$ cat src/rtl/puf_pkg.sv
// Shared constants for the arbiter-PUF evaluation controller: FSM state
// encodings, the challenge LFSR feedback taps and the lockup-free seed.
package puf_pkg;

  // FSM state encoding, kept as plain constants for legacy tool flows.
  typedef logic [2:0] state_t;

  localparam state_t ST_IDLE      = 3'd0;
  localparam state_t ST_LOAD      = 3'd1;
  localparam state_t ST_LAUNCH    = 3'd2;
  localparam state_t ST_SAMPLE    = 3'd3;
  localparam state_t ST_DISCHARGE = 3'd4;
  localparam state_t ST_VOTE      = 3'd5;
  localparam state_t ST_DONE      = 3'd6;

  // Right-shifting Galois feedback for x^64 + x^63 + x^61 + x^60 + 1.
  localparam logic [63:0] LFSR_TAPS_64 = 64'hD800_0000_0000_0000;

  // Substituted for an all-zero seed, which would lock the LFSR at zero.
  localparam logic [63:0] SEED_ALT = 64'h0000_0000_0000_0001;

endpackage

$ cat src/rtl/puf_chal_lfsr.sv
// Challenge generator: W-bit right-shifting Galois LFSR. Load takes priority
// over step; the state is presented directly as the next challenge.
module puf_chal_lfsr #(
  parameter int          W    = 64,
  parameter logic [W-1:0] TAPS = W'(64'hD800_0000_0000_0000)
) (
  input  logic         clk,
  input  logic         rst_n,
  input  logic         load,
  input  logic         step,
  input  logic [W-1:0] seed,
  output logic [W-1:0] state
);

  logic [W-1:0] lfsr_q;
  logic [W-1:0] lfsr_d;

  // Next LFSR value: reload from seed, advance one Galois step, or hold.
  always_comb begin
    lfsr_d = lfsr_q;
    if (load) begin
      lfsr_d = seed;
    end else if (step) begin
      lfsr_d = {1'b0, lfsr_q[W-1:1]} ^ ({W{lfsr_q[0]}} & TAPS);
    end else begin
      lfsr_d = lfsr_q;
    end
  end

  // LFSR state register, cleared by reset.
  always_ff @(posedge clk or negedge rst_n) begin
    if (!rst_n) begin
      lfsr_q <= '0;
    end else begin
      lfsr_q <= lfsr_d;
    end
  end

  assign state = lfsr_q;

endmodule

$ cat src/rtl/puf_eval_ctrl.sv
// Arbiter-PUF evaluation controller. Drives per-stage challenge bits from an
// LFSR, pulses the launch edge into the delay chain, samples the synchronized
// arbiter output and majority-votes VOTES evaluations per response bit.
module puf_eval_ctrl
  import puf_pkg::*;
#(
  parameter int CHAL_W = 64,
  parameter int RESP_W = 8,
  parameter int VOTES  = 3,
  parameter int SETTLE = 8
) (
  input  logic              Clk,
  input  logic              Rst_n,
  input  logic              ReqValid,
  output logic              ReqReady,
  input  logic [CHAL_W-1:0] ChalIn,
  output logic [CHAL_W-1:0] PufChal,
  output logic              PufLaunch,
  input  logic              PufArb,
  output logic [RESP_W-1:0] Resp,
  output logic [RESP_W-1:0] RespUnstable,
  output logic              RespValid,
  input  logic              RespReady,
  output logic              Busy
);

  localparam int CNT_W = $clog2(VOTES + 1);
  localparam int SET_W = $clog2(SETTLE);
  localparam int BIT_W = (RESP_W > 1) ? $clog2(RESP_W) : 1;

  localparam logic [SET_W-1:0]  SET_LAST  = SET_W'(SETTLE - 1);
  localparam logic [CNT_W-1:0]  VOTE_LAST = CNT_W'(VOTES - 1);
  localparam logic [CNT_W-1:0]  VOTE_HALF = CNT_W'(VOTES / 2);
  localparam logic [CNT_W-1:0]  VOTE_ALL  = CNT_W'(VOTES);
  localparam logic [BIT_W-1:0]  BIT_LAST  = BIT_W'(RESP_W - 1);
  localparam logic [CHAL_W-1:0] SEED_W    = CHAL_W'(SEED_ALT);
  localparam logic [CHAL_W-1:0] TAPS_W    = CHAL_W'(LFSR_TAPS_64);

  // Synchronizer for the asynchronous arbiter latch.
  logic arb_meta_q;
  logic arb_sync_q;

  // FSM and datapath state.
  state_t            state_q,  state_d;
  logic [SET_W-1:0]  settle_q, settle_d;
  logic [CNT_W-1:0]  vote_q,   vote_d;
  logic [CNT_W-1:0]  ones_q,   ones_d;
  logic [BIT_W-1:0]  bit_q,    bit_d;
  logic [CHAL_W-1:0] chal_q,   chal_d;
  logic [RESP_W-1:0] resp_q,   resp_d;
  logic [RESP_W-1:0] unst_q,   unst_d;

  // Registered status outputs, decoded from the next state.
  logic launch_q, launch_d;
  logic rvalid_q, rvalid_d;
  logic rready_q, rready_d;
  logic busy_q,   busy_d;

  // LFSR control.
  logic              lfsr_load_s;
  logic              lfsr_step_s;
  logic [CHAL_W-1:0] lfsr_seed_s;
  logic [CHAL_W-1:0] lfsr_state_s;

  assign lfsr_seed_s = (ChalIn == '0) ? SEED_W : ChalIn;

  puf_chal_lfsr #(
    .W    (CHAL_W),
    .TAPS (TAPS_W)
  ) u_lfsr (
    .clk   (Clk),
    .rst_n (Rst_n),
    .load  (lfsr_load_s),
    .step  (lfsr_step_s),
    .seed  (lfsr_seed_s),
    .state (lfsr_state_s)
  );

  // Two-flop synchronizer, clocked continuously regardless of FSM state.
  always_ff @(posedge Clk or negedge Rst_n) begin
    if (!Rst_n) begin
      arb_meta_q <= 1'b0;
      arb_sync_q <= 1'b0;
    end else begin
      arb_meta_q <= PufArb;
      arb_sync_q <= arb_meta_q;
    end
  end

  // FSM next-state and datapath update for load/launch/sample/vote sequencing.
  always_comb begin
    state_d     = state_q;
    settle_d    = settle_q;
    vote_d      = vote_q;
    ones_d      = ones_q;
    bit_d       = bit_q;
    chal_d      = chal_q;
    resp_d      = resp_q;
    unst_d      = unst_q;
    lfsr_load_s = 1'b0;
    lfsr_step_s = 1'b0;
    case (state_q)
      ST_IDLE: begin
        if (ReqValid && rready_q) begin
          lfsr_load_s = 1'b1;
          bit_d       = '0;
          vote_d      = '0;
          ones_d      = '0;
          settle_d    = '0;
          state_d     = ST_LOAD;
        end else begin
          state_d = ST_IDLE;
        end
      end
      ST_LOAD: begin
        chal_d   = lfsr_state_s;
        settle_d = '0;
        state_d  = ST_LAUNCH;
      end
      ST_LAUNCH: begin
        if (settle_q == SET_LAST) begin
          settle_d = '0;
          state_d  = ST_SAMPLE;
        end else begin
          settle_d = settle_q + 1'b1;
        end
      end
      ST_SAMPLE: begin
        ones_d  = ones_q + CNT_W'(arb_sync_q);
        state_d = ST_DISCHARGE;
      end
      ST_DISCHARGE: begin
        if (settle_q == SET_LAST) begin
          settle_d = '0;
          if (vote_q < VOTE_LAST) begin
            vote_d  = vote_q + 1'b1;
            state_d = ST_LAUNCH;
          end else begin
            state_d = ST_VOTE;
          end
        end else begin
          settle_d = settle_q + 1'b1;
        end
      end
      ST_VOTE: begin
        resp_d[bit_q] = (ones_q > VOTE_HALF);
        unst_d[bit_q] = (ones_q != '0) && (ones_q != VOTE_ALL);
        lfsr_step_s   = 1'b1;
        ones_d        = '0;
        vote_d        = '0;
        if (bit_q == BIT_LAST) begin
          state_d = ST_DONE;
        end else begin
          bit_d   = bit_q + 1'b1;
          state_d = ST_LOAD;
        end
      end
      ST_DONE: begin
        if (RespReady) begin
          state_d = ST_IDLE;
        end else begin
          state_d = ST_DONE;
        end
      end
      default: begin
        state_d = ST_IDLE;
      end
    endcase
  end

  // Status outputs follow the state being entered so they align with it.
  always_comb begin
    launch_d = (state_d == ST_LAUNCH) || (state_d == ST_SAMPLE);
    rvalid_d = (state_d == ST_DONE);
    rready_d = (state_d == ST_IDLE);
    busy_d   = (state_d != ST_IDLE);
  end

  // FSM, counters and output registers; reset drops launch immediately.
  always_ff @(posedge Clk or negedge Rst_n) begin
    if (!Rst_n) begin
      state_q  <= ST_IDLE;
      settle_q <= '0;
      vote_q   <= '0;
      ones_q   <= '0;
      bit_q    <= '0;
      chal_q   <= '0;
      resp_q   <= '0;
      unst_q   <= '0;
      launch_q <= 1'b0;
      rvalid_q <= 1'b0;
      rready_q <= 1'b1;
      busy_q   <= 1'b0;
    end else begin
      state_q  <= state_d;
      settle_q <= settle_d;
      vote_q   <= vote_d;
      ones_q   <= ones_d;
      bit_q    <= bit_d;
      chal_q   <= chal_d;
      resp_q   <= resp_d;
      unst_q   <= unst_d;
      launch_q <= launch_d;
      rvalid_q <= rvalid_d;
      rready_q <= rready_d;
      busy_q   <= busy_d;
    end
  end

  assign PufChal      = chal_q;
  assign PufLaunch    = launch_q;
  assign Resp         = resp_q;
  assign RespUnstable = unst_q;
  assign RespValid    = rvalid_q;
  assign ReqReady     = rready_q;
  assign Busy         = busy_q;

endmodule

$ cat config.mk
export PLATFORM = sky130hd
export DESIGN_NAME = puf_eval_ctrl
export DESIGN_NICKNAME = d
export VERILOG_FILES = /design/src/rtl/puf_pkg.sv /design/src/rtl/puf_chal_lfsr.sv /design/src/rtl/puf_eval_ctrl.sv
export SDC_FILE = /design/constraint.sdc
export NUM_CORES = 1
export LEC_CHECK = 0
export CELL_PAD_IN_SITES_DETAIL_PLACEMENT = 0
export CELL_PAD_IN_SITES_GLOBAL_PLACEMENT = 1
export CORE_ASPECT_RATIO = 0.5
export CORE_UTILIZATION = 25
export CTS_CLUSTER_SIZE = 28
export DETAILED_ROUTE_END_ITERATION = 10
export GPL_ROUTABILITY_DRIVEN = 0
export PLACE_DENSITY = 0.57
export SETUP_SLACK_MARGIN = 0.05
export SLEW_MARGIN = 20
export SYNTH_ARGS = -nofsm -noshare
export SYNTH_HDL_FRONTEND = slang
export SYNTH_SLANG_ARGS = --single-unit
$ cat constraint.sdc
create_clock -name Clk -period 3.2 [get_ports Clk]
set_input_delay 0.64 -clock Clk [delete_from_list [all_inputs] [get_ports Clk]]
set_output_delay 0.64 -clock Clk [all_outputs]
set_load 0.05 [all_outputs]
Yosys cells after proc, flatten, opt, wreduce, memory -nomap -nowiden
Cells that the tools add are included.

storage, ports and cells
  register bits after elaboration = 163
  output and inout bits = 84

cells by class
  reductions and logical operators = 19
  magnitude comparators = 4
  bitwise operators = 1
  $add $sub $neg = 4
  muxes and demuxes = 27
  equality and inequality tests = 16

operators with widths
  cell                                                                    count
  64-bit two-way mux                                                      3
  64-bit logical NOT                                                      1
  63-bit by 64-bit bitwise XOR with 64-bit output                         1
  3-bit two-way mux                                                       8
  3-bit case mux with 7 select lines                                      1
  3-bit == test (second input constant)                                   6
  8-bit bitwise mux                                                       2
  3-bit by 2-bit == test with 1-bit output (second input constant)        4
  2-bit case mux with 3 select lines                                      2
  3-bit nonzero test                                                      4
  2-bit inequality test (second input constant)                           5
  3-bit case mux with 3 select lines                                      1
  3-bit by 1-bit adder with 3-bit output (second input constant)          2
  3-bit logical NOT                                                       2
  2-bit two-way mux                                                       3
  3-bit case mux with 2 select lines                                      1
  2-bit nonzero test                                                      3
  1-bit two-way mux                                                       5
  3-bit by 4-bit < comparator with 1-bit output (second input constant)   1
  2-bit AND reduction                                                     2
  4-bit AND reduction                                                     1
  1-bit demux with 3-bit select                                           1
  3-bit by 1-bit == test with 1-bit output (second input constant)        1
  3-bit by 1-bit >= comparator with 1-bit output (second input constant)  1
  other kinds (8)                                                         10

Longest topological paths before layout
Gate-level depths: netlist of the first run.

  depth after elaboration = 6
  mapped depth = 7
  gate-level depth less buffers = 6

Hierarchy
A second synthesis of the first run with hierarchy kept.

unflattened totals
  cell total of the unflattened synthesis = 661
  area, all modules = 7453.4 um^2

modules (own cells, without submodules)
  module         instances  sequential area each (um^2)  area each (um^2)  cells each
  puf_eval_ctrl  1          2478.6                       4455.5            379
  puf_chal_lfsr  1          1601.5                       2997.9            282

Worst setup path after synthesis of the first run
No wires, ideal clock.

  kind = register to register
  start point = reg bit_q[0]
  end point = reg busy_q, in the netlist Busy
  cell stages (with the launch flop) = 7
  setup slack = 1.281 ns
  setup time = 0.139 ns
  period minus slack after synthesis = 1.919 ns
  data arrival time = 1.780 ns
  path through = dfrtp_1 > ha_1 > ha_1 > and3b_1 > o21ai_2 > o22ai_1 > or4b_1

between the ends
  word-level cells in the longest chain between the ends = 4

ends and longest elaborated chain
  element                             line                  text
  start: declaration                  puf_eval_ctrl.sv:48   logic [BIT_W-1:0] bit_q, bit_d;
  start signal: assignment            puf_eval_ctrl.sv:199  bit_q <= bit_d;
  3-bit == test                       puf_eval_ctrl.sv:151  if (bit_q == BIT_LAST) begin
  3-bit two-way mux                   puf_eval_ctrl.sv:151
  3-bit case mux with 7 select lines  puf_eval_ctrl.sv:102  case (state_q)
  3-bit nonzero test                  puf_eval_ctrl.sv:176  busy_d = (state_d != ST_IDLE);
  net busy_d                          puf_eval_ctrl.sv:57   logic busy_q, busy_d;
  end signal: assignment              puf_eval_ctrl.sv:206  busy_q <= busy_d;
  end: declaration                    puf_eval_ctrl.sv:57

The timed path passes the listed nets, and every way through them passes these cells.
A chain may end at the register's enable or synchronous reset.

Final worst setup path of the first run
  start point = reg rready_q, in the netlist ReqReady
  end point = out ReqReady

RTL lines
  element                   line                  text
  start: declaration        puf_eval_ctrl.sv:56   logic rready_q, rready_d;
  start signal: assignment  puf_eval_ctrl.sv:205  rready_q <= rready_d;
  end: declaration          puf_eval_ctrl.sv:15   output logic ReqReady,

No word-level cell between the ends.

==> metrics.md, run 1 <==
| Metric | Value |
|---|---|
| Hold Slack | 0.178 ns |
| Cell family with most CP delay | buffers and inverters |
| Leak pwr | 3.88 nW |
| Critical Path Start | ReqReady |
| Slew Viols, Final | 0 |
| Rows | 42 |
| Outcome | finished clean |
| Via Count | 5,232 |
| Clock transition at the registers of the reported paths | 0.06 ns |
| Max_cap viols | 0 |
| Mapped Area | 7030 µm² |
| Number of non-filler instances in the completed layout | 1,166 |
| Worst setup EP type | primary output |
| R2R Setup Slk | 0.92 ns |
| Clock Sinks | 163 |
| Antenna violation net count after detailed routing | 0 |
| Sequential share of the synthesized area | 58.0% |
| HP Class | in2async |
| Final critical-path required period | 2.46 ns |
| Num CTS Buffers | 17 |
| Synthesis-to-layout area growth | 36.0% |
| Worst IR Drop VDD | 0.289 mV |
| Largest net degree at the start of global routing | 69 |
| Routed len/inst | 17.3 µm |
| Multi-input gate area | 2700 µm² |
| CP max stage cell | clkdlybuf4s50_1 |
| Most common cell after layout, fill and taps aside | dfrtp_1 |
| Die width | 239 µm |
| IO Count | 153 |
| Placed instance count | 1,134 |
| CTS tree | done |
| Clock Latency Late Sink | 0.43 ns |
| Global route overflow | 0 |
| Syn nets | 704 |
| Critical Path AT | 1.82 ns |
| Setup-failing EPs final | 0 |
| Cells after Synth | 629 |
| Setup TNS | 0 ns |
| WP depth | 1 |
| Required time worst endpoint | 2.56 ns |
| Number of global-route vias before repair | 5,488 |
| Period utilisation layout | 76.8% |
| Synth cell types | 49 |
| Post-CTS Resized | 0 |
| Antenna violations before repair | 0 |
| CORE AREA | 27,000 µm² |
| Syn Area/Cell | 11.2 µm² |
| Post-Place Worst Slack | 0.562 ns |
| Crit path largest cell delay | 0.81 ns |
| H-tree Lvls | 4 |
| Post-route clock skew | 0.0104 ns |
| Clock Path Buffers | 2 |
| Worst Tran Pin Value | 0.758 ns |
| Fill cells | 2,771 |
| Drt total wl | 20,200 µm |
| Worst reg2reg path depth | 4 |
| CP Buf/Inv Count | 1 |
| Yosys warns | 0 |
| Setup Buffers After CTS | 0 |
| Final hold violations | 0 |
| CP Launch Type | register |
| I/O Buffers | 152 |
| Die Span Y | 121 µm |
| Seq. cell area | 4080 µm² |
| RSZ-0062 raised after global routing | no |
| FF-to-FF End | Busy |
| Remaining DRCs | 0 |
| Power Density | 443 nW/µm² |
| Most frequent cells in the layout | dfrtp_1, clkdlybuf4s50_1, nor2_1, nand2_1, mux2_2 |
| DP HPWL | 13,900 µm |
| Cts hold-fix bufs | 0 |
| ANT cells | 0 |
| Upper clock frequency limit | 0.407 GHz |
| Worst slew margin | 49.5% |
| Critical path type | reg2out |
| Commonest register cell after synthesis | dfrtp_1 |
| All-layer global routing usage | 14.6% |
| Share of cells above drive strength 1 | 15.8% |
| Async SR Flop Fraction | 100% |
| Via-to-Cell Ratio | 4.49 |
| DR pass1 iterations | 6 |
| Post-synth EDFFs | 0 |
| First-pass GRT wire length | 32,000 µm |
| Initial core utilization | 26.0% |
| DRT iter0 DRCs | 298 |
| Root buffer cell | clkbuf_16 |
| #FFs+latches synth | 163 |
| Final worst slack | 0.744 ns |
| R2r startpoint | state_q[1] |
| Final core utilization | 35.4% |
| Die area | 28,800 µm² |
| Crit-path max FO | 4 |
| Worst path cell trace | clkdlybuf4s50_1 |
| Worst setup path end | ReqReady |
| Final net count | 854 |
[logic make-up (layout without fill, tap and decap cells)]
group / Yosys count / in the layout / share of synthesized area [%]
flip-flops: 163 / 163 / 58.0
AND/OR/NAND/NOR: 231 / 231 / 15.1
XOR/XNOR: 4 / 4 / 0.605
AO/OA/AOI/OAI: 100 / 100 / 9.20
multiplexers: 78 / 78 / 12.4
buffers and inverters: 47 / 210 / 3.68
adder cells (fa/ha/maj): 6 / 6 / 1.07
[power by group]
group / switching [W] / internal, W / leakage [nW]
registers: 0.000000363 / 0.00206 / 1.89
logic: 0.0000769 / 0.0000818 / 1.70
clock network: 0.000849 / 0.00117 / 0.281
[worst register-to-register path, stage by stage, from the launching register on]
cell	delay, ns
dfrtp_1	0.83
nand3b_1	0.39
o22a_1	0.29
o31a_1	0.21
or4b_1	0.43
[synthesized netlist by cell type, types with 6 or more instances]
| master | instances | area, µm² |
|---|---|---|
| dfrtp_1 | 162 | 4050 |
| nor2_1 | 96 | 360 |
| nand2_1 | 79 | 297 |
| mux2_2 | 66 | 743 |
| a31oi_1 | 31 | 194 |
| o22ai_1 | 29 | 181 |
| nor4_1 | 16 | 100 |
| clkbuf_1 | 13 | 48.8 |
| buf_2 | 12 | 60.1 |
| inv_1 | 11 | 41.3 |
| o21ai_0 | 11 | 55.1 |
| a21oi_1 | 8 | 40.0 |
| buf_6 | 8 | 90.1 |
| ha_1 | 6 | 75.1 |
| mux2_1 | 6 | 67.6 |
| mux2i_1 | 6 | 60.1 |
| nand3_1 | 6 | 30.0 |
[how the worst min path moves through the flow]
stage / from / slack, ns / endpoint / depth (start not counted)
floorplan: arb_meta_q / 0.33 / arb_sync_q / 0
global placement: arb_meta_q / 0.34 / arb_sync_q / 0
detailed placement: arb_meta_q / 0.34 / arb_sync_q / 0
CTS: Rst_n / 0.18 / RespUnstable[3] / 1
global route: Rst_n / 0.20 / Busy / 1
finish: Rst_n / 0.18 / arb_meta_q / 1
[per-layer routing]
layer / vias up / GRT usage (%) / part of all wire [%]
li1: 2516 / - / -
met2: 60 / 26.0 / 52
met1: 2641 / 18.0 / 44
met3: 15 / 3.22 / 2.5
met5: - / 0 / 0
met4: 0 / 3.53 / 0.93
[layout make-up]
class                      instances  share of cell area, %
clock buffer                      23                   5.21
clock inverter                     9                  0.811
inverter                          11                  0.432
multi-input combinational        419                   28.3
sequential                       163                   42.7
tap                              374                   4.89
timing repair buffer             167                   17.8
[per-stage QoR]
stage,power (W),cell area (µm²)
2_1_floorplan,0.00211,7030
3_3_place_gp,0.00226,8990
5_1_grt,0.00441,9570
6_report,0.00424,9570
4_1_cts,0.00431,9570
3_5_place_dp,0.00226,8990
[flip-flops by register name (all words and copies together) (netlist names)]
register	cells
RespValid	1
Resp	8
vote_q	2
RespUnstable	8
arb_sync_q	1
ones_q	2
ReqReady	1
arb_meta_q	1
PufChal	64
Busy	1
state_q	3
PufLaunch	1
settle_q	3
bit_q	3
u_lfsr.state	64
Power figures use the tool's default switching activity.
==> inputs of run 2 (changes only) <==
==> constraint.sdc (replaced) <==
create_clock -name Clk -period 2.5 [get_ports Clk]
set_input_delay 0.5 -clock Clk [delete_from_list [all_inputs] [get_ports Clk]]
set_output_delay 0.5 -clock Clk [all_outputs]
set_load 0.05 [all_outputs]
==> run 2 against run 1 <==
Compared with the run above:
- total power up 24%
- global-route usage up 0.35 points
- highest routed layer unchanged
- largest cell class unchanged
- routed wire length up 1.7%
- worst setup slack worse by 0.57 ns
- largest power group unchanged
- sequential power up 28%
==> metrics.md, run 2 (synthesis results as in run 1) <==
| Metric | Value |
|---|---|
| Root buffer cell | clkbuf_16 |
| Clock Path Buffers | 2 |
| Cts hold-fix bufs | 0 |
| Antenna violations before repair | 0 |
| DRT iter0 DRCs | 389 |
| Post-CTS Resized | 0 |
| DP HPWL | 14,300 µm |
| Upper clock frequency limit | 0.430 GHz |
| All-layer global routing usage | 15.0% |
| Power Density | 547 nW/µm² |
| Clock Latency Late Sink | 0.44 ns |
| Clock Sinks | 163 |
| RSZ-0062 raised after global routing | no |
| Antenna violation net count after detailed routing | 0 |
| CP Launch Type | register |
| Final worst slack | 0.172 ns |
| Initial core utilization | 26.0% |
| Global route overflow | 0 |
| Post-Place Worst Slack | -0.188 ns |
| Final hold violations | 0 |
| Crit path largest cell delay | 0.81 ns |
| Most common cell after layout, fill and taps aside | dfrtp_1 |
| Final net count | 860 |
| Critical Path Start | ReqReady |
| Via-to-Cell Ratio | 4.58 |
| Max_cap viols | 0 |
| Critical path type | reg2out |
| Slew Viols, Final | 0 |
| Post-route clock skew | 0.00556 ns |
| CP max stage cell | clkdlybuf4s50_1 |
| WP depth | 1 |
| DR pass1 iterations | 4 |
| Clock transition at the registers of the reported paths | 0.06 ns |
| Via Count | 5,353 |
| Rows | 42 |
| Synthesis-to-layout area growth | 36.2% |
| ANT cells | 0 |
| Routed len/inst | 17.6 µm |
| HP Class | in2async |
| Outcome | finished clean |
| Die area | 28,800 µm² |
| CTS tree | done |
| Worst Tran Pin Value | 0.582 ns |
| Worst reg2reg path depth | 6 |
| Setup-failing EPs final | 0 |
| CORE AREA | 27,000 µm² |
| Die Span Y | 121 µm |
| H-tree Lvls | 4 |
| Period utilisation layout | 93.1% |
| Worst setup EP type | primary output |
| FF-to-FF End | Busy |
| Drt total wl | 20,500 µm |
| R2r startpoint | bit_q[0] |
| R2R Setup Slk | 0.40 ns |
| Cell family with most CP delay | buffers and inverters |
| IO Count | 153 |
| Setup Buffers After CTS | 0 |
| Required time worst endpoint | 2.00 ns |
| Largest net degree at the start of global routing | 69 |
| Remaining DRCs | 0 |
| Crit-path max FO | 4 |
| Leak pwr | 3.89 nW |
| Worst path cell trace | clkdlybuf4s50_1 |
| Worst IR Drop VDD | 0.434 mV |
| Number of global-route vias before repair | 5,559 |
| First-pass GRT wire length | 32,500 µm |
| I/O Buffers | 152 |
| Die width | 239 µm |
| Final critical-path required period | 2.33 ns |
| Worst slew margin | 60.8% |
| Critical Path AT | 1.83 ns |
| Num CTS Buffers | 17 |
| CP Buf/Inv Count | 1 |
| Hold Slack | 0.00912 ns |
| Share of cells above drive strength 1 | 15.8% |
| Most frequent cells in the layout | dfrtp_1, clkdlybuf4s50_1, nor2_1, nand2_1, mux2_2 |
-- run 2: changes by cell type in the layout (fill, tap and decap cells not counted) --
cell,before,now
buf_12,5,7
buf_4,10,14
clkinv_4,0,1
bufinv_16,1,0
clkinv_2,5,4
clkinvlp_4,3,0
clkbuf_8,5,4
clkbuf_1,1,3
-- run 2: metal layers --
metal  part of all wire [%]  wire length, µm  up-vias  global-route usage (%)
li1                       -                -     2539                       -
met1                     43             8890     2692                    18.4
met2                     51            10600       95                    25.7
met3                    3.1              635       27                    3.22
met4                    2.2              452        0                    5.85
met5                      0                0        -                       0
-- run 2: area by class of cell --
class	count	area, µm²
clock buffer	24	492
clock inverter	5	28.8
fill	2758	17400
inverter	11	41.3
multi-input combinational	419	2700
sequential	163	4080
tap	374	468
timing repair buffer	173	1770
-- run 2: metrics by stage --
stage	instance area (µm²)	TNS, ns	total power (W)	utilization [%]	std cells
after floorplan	7030	0	0.00269	-	629
final	9580	0	0.00524	35.5	1169
after detailed placement	9060	-0.188	0.00290	33.5	1140
after global placement	9060	-0.135	0.00290	33.5	1140
after global routing	9580	0	0.00545	35.5	1169
after CTS	9580	0	0.00533	35.5	1169
-- run 2: where the power goes --
part,switching [W],leakage (nW),internal [W]
Combinational,0.0000981,1.73,0.000105
Sequential,0.000000523,1.89,0.00264
Clock,0.00104,0.262,0.00135
Total,0.00114,3.89,0.00410
-- run 2: worst max path at each step --
stage	endpoint	slack, ns
2_1_floorplan	Busy	0.58
6_report	ReqReady	0.17
3_5_place_dp	u_lfsr.state[0]	-0.19
5_1_grt	ReqReady	0.12
3_3_place_gp	u_lfsr.state[0]	-0.13
4_1_cts	ReqReady	0.13
==> inputs of run 3 (changes only) <==
--- a/config.mk
+++ b/config.mk
@@ -12,9 +12,10 @@
 export CTS_CLUSTER_SIZE = 28
 export DETAILED_ROUTE_END_ITERATION = 10
 export GPL_ROUTABILITY_DRIVEN = 0
+export MAX_ROUTING_LAYER = met4
 export PLACE_DENSITY = 0.57
 export SETUP_SLACK_MARGIN = 0.05
-export SLEW_MARGIN = 20
+export SLEW_MARGIN = 10
 export SYNTH_ARGS = -nofsm -noshare
 export SYNTH_HDL_FRONTEND = slang
 export SYNTH_SLANG_ARGS = --single-unit
==> run 3 against run 2 <==
Compared with the run above:
- combinational power about the same
- design area unchanged
- global-route usage is 0.45 points higher
- cell count is the same
- sequential share of layout area did not move
- core utilization unchanged
- flip-flop and latch count stayed put
- critical path type unchanged
- routed wire length barely moved
- critical path depth stayed put
- sequential power hardly changed
- worst setup slack improved by 0.00059 ns
==> metrics.md, run 3 (synthesis results as in run 1) <==
| Metric | Value |
|---|---|
| Via Count | 5,334 |
| CP max stage cell | clkdlybuf4s50_1 |
| Number of non-filler instances in the completed layout | 1,169 |
| Setup Buffers After CTS | 0 |
| Max_cap viols | 0 |
| Cell family with most CP delay | buffers and inverters |
| Crit-path max FO | 4 |
| DR pass1 iterations | 4 |
| Root buffer cell | clkbuf_16 |
| Clock Path Buffers | 2 |
| Power Density | 547 nW/µm² |
| Clock transition at the registers of the reported paths | 0.06 ns |
| CP Buf/Inv Count | 1 |
| Critical Path AT | 1.83 ns |
| Die width | 239 µm |
| Remaining DRCs | 0 |
| Most common cell after layout, fill and taps aside | dfrtp_1 |
| H-tree Lvls | 4 |
| Worst slew margin | 60.2% |
| DRT iter0 DRCs | 336 |
| CP Launch Type | register |
| Hold Slack | 0.00902 ns |
| CORE AREA | 27,000 µm² |
| Number of global-route vias before repair | 5,575 |
| Share of cells above drive strength 1 | 15.8% |
| Clock Sinks | 163 |
| Largest net degree at the start of global routing | 69 |
| Synthesis-to-layout area growth | 36.2% |
| Outcome | finished clean |
| Final critical-path required period | 2.33 ns |
| Rows | 42 |
| Critical path type | reg2out |
| Num CTS Buffers | 17 |
| All-layer global routing usage | 15.4% |
| Routed len/inst | 17.6 µm |
| First-pass GRT wire length | 32,500 µm |
| Clock Latency Late Sink | 0.43 ns |
| Via-to-Cell Ratio | 4.56 |
| Final hold violations | 0 |
| DP HPWL | 14,300 µm |
| Most frequent cells in the layout | dfrtp_1, clkdlybuf4s50_1, nor2_1, nand2_1, mux2_2 |
| I/O Buffers | 152 |
| Final core utilization | 35.5% |
| Cts hold-fix bufs | 0 |
| Die area | 28,800 µm² |
| Post-CTS Resized | 0 |
| Final net count | 860 |
| Setup-failing EPs final | 0 |
| Placed instance count | 1,140 |
| Required time worst endpoint | 2.00 ns |
| IO Count | 153 |
| Global route overflow | 0 |
| RSZ-0062 raised after global routing | no |
| Leak pwr | 3.89 nW |
| Worst path cell trace | clkdlybuf4s50_1 |
| Worst setup EP type | primary output |
| Drt total wl | 20,500 µm |
| Slew Viols, Final | 0 |
| Antenna violation net count after detailed routing | 0 |
| Die Span Y | 121 µm |
| Upper clock frequency limit | 0.430 GHz |
| Antenna violations before repair | 0 |
| Crit path largest cell delay | 0.81 ns |
| ANT cells | 0 |
| Initial core utilization | 26.0% |
| Period utilisation layout | 93.1% |
| HP Class | in2async |
| Worst IR Drop VDD | 0.432 mV |
| Worst Tran Pin Value | 0.592 ns |
| CTS tree | done |
| Post-route clock skew | 0.00647 ns |
## run 3: cell counts in the layout (fill, tap and decap cells not counted)
No cell type changed its count.
## run 3: stage by stage
stage               total power, W  worst slack, ns  TNS, ns  cell area, µm²
finish                     0.00524            0.173        0            9580
global route               0.00545            0.118        0            9580
CTS                        0.00533            0.127        0            9580
detailed placement         0.00290           -0.188   -0.188            9060
global placement           0.00290           -0.135   -0.135            9060
floorplan                  0.00269            0.581        0            7030
## run 3: where the power goes
part	total, W	internal (W)	switching [W]
Clock	0.00240	0.00135	0.00104
Sequential	0.00264	0.00264	0.000000522
Combinational	0.000203	0.000105	0.0000976
## run 3: area by class of cell
class	instances	area [µm²]
flip-flops and latches	163	4080
repair buffers	173	1770
fillers	2758	17400
well taps	374	468
clock inverters	5	28.8
clock buffers	24	492
multi-input cells	419	2700
inverters	11	41.3
## run 3: path summary, 6_finish.rpt
kind | start | to | slack [ns] | depth (start not counted)
max | ReqReady | ReqReady | 0.17 | 1
min | Rst_n | Busy | 0.009 | 1
max reg2reg | bit_q[0] | Busy | 0.40 | 6
min reg2reg | arb_meta_q | arb_sync_q | 0.35 | 0
max in group asynchronous | Rst_n | PufChal[48] | 1.72 | 2
min in group Clk | arb_meta_q | arb_sync_q | 0.35 | 0
## run 3: routing by layer
layer / part of all wire (%) / global-route usage (%) / vias up
li1: - / - / 2532
met1: 43 / 18.4 / 2686
met2: 52 / 25.7 / 90
met3: 3.2 / 3.36 / 26
met4: 2.2 / 5.73 / 0
met5: 0 / - / -
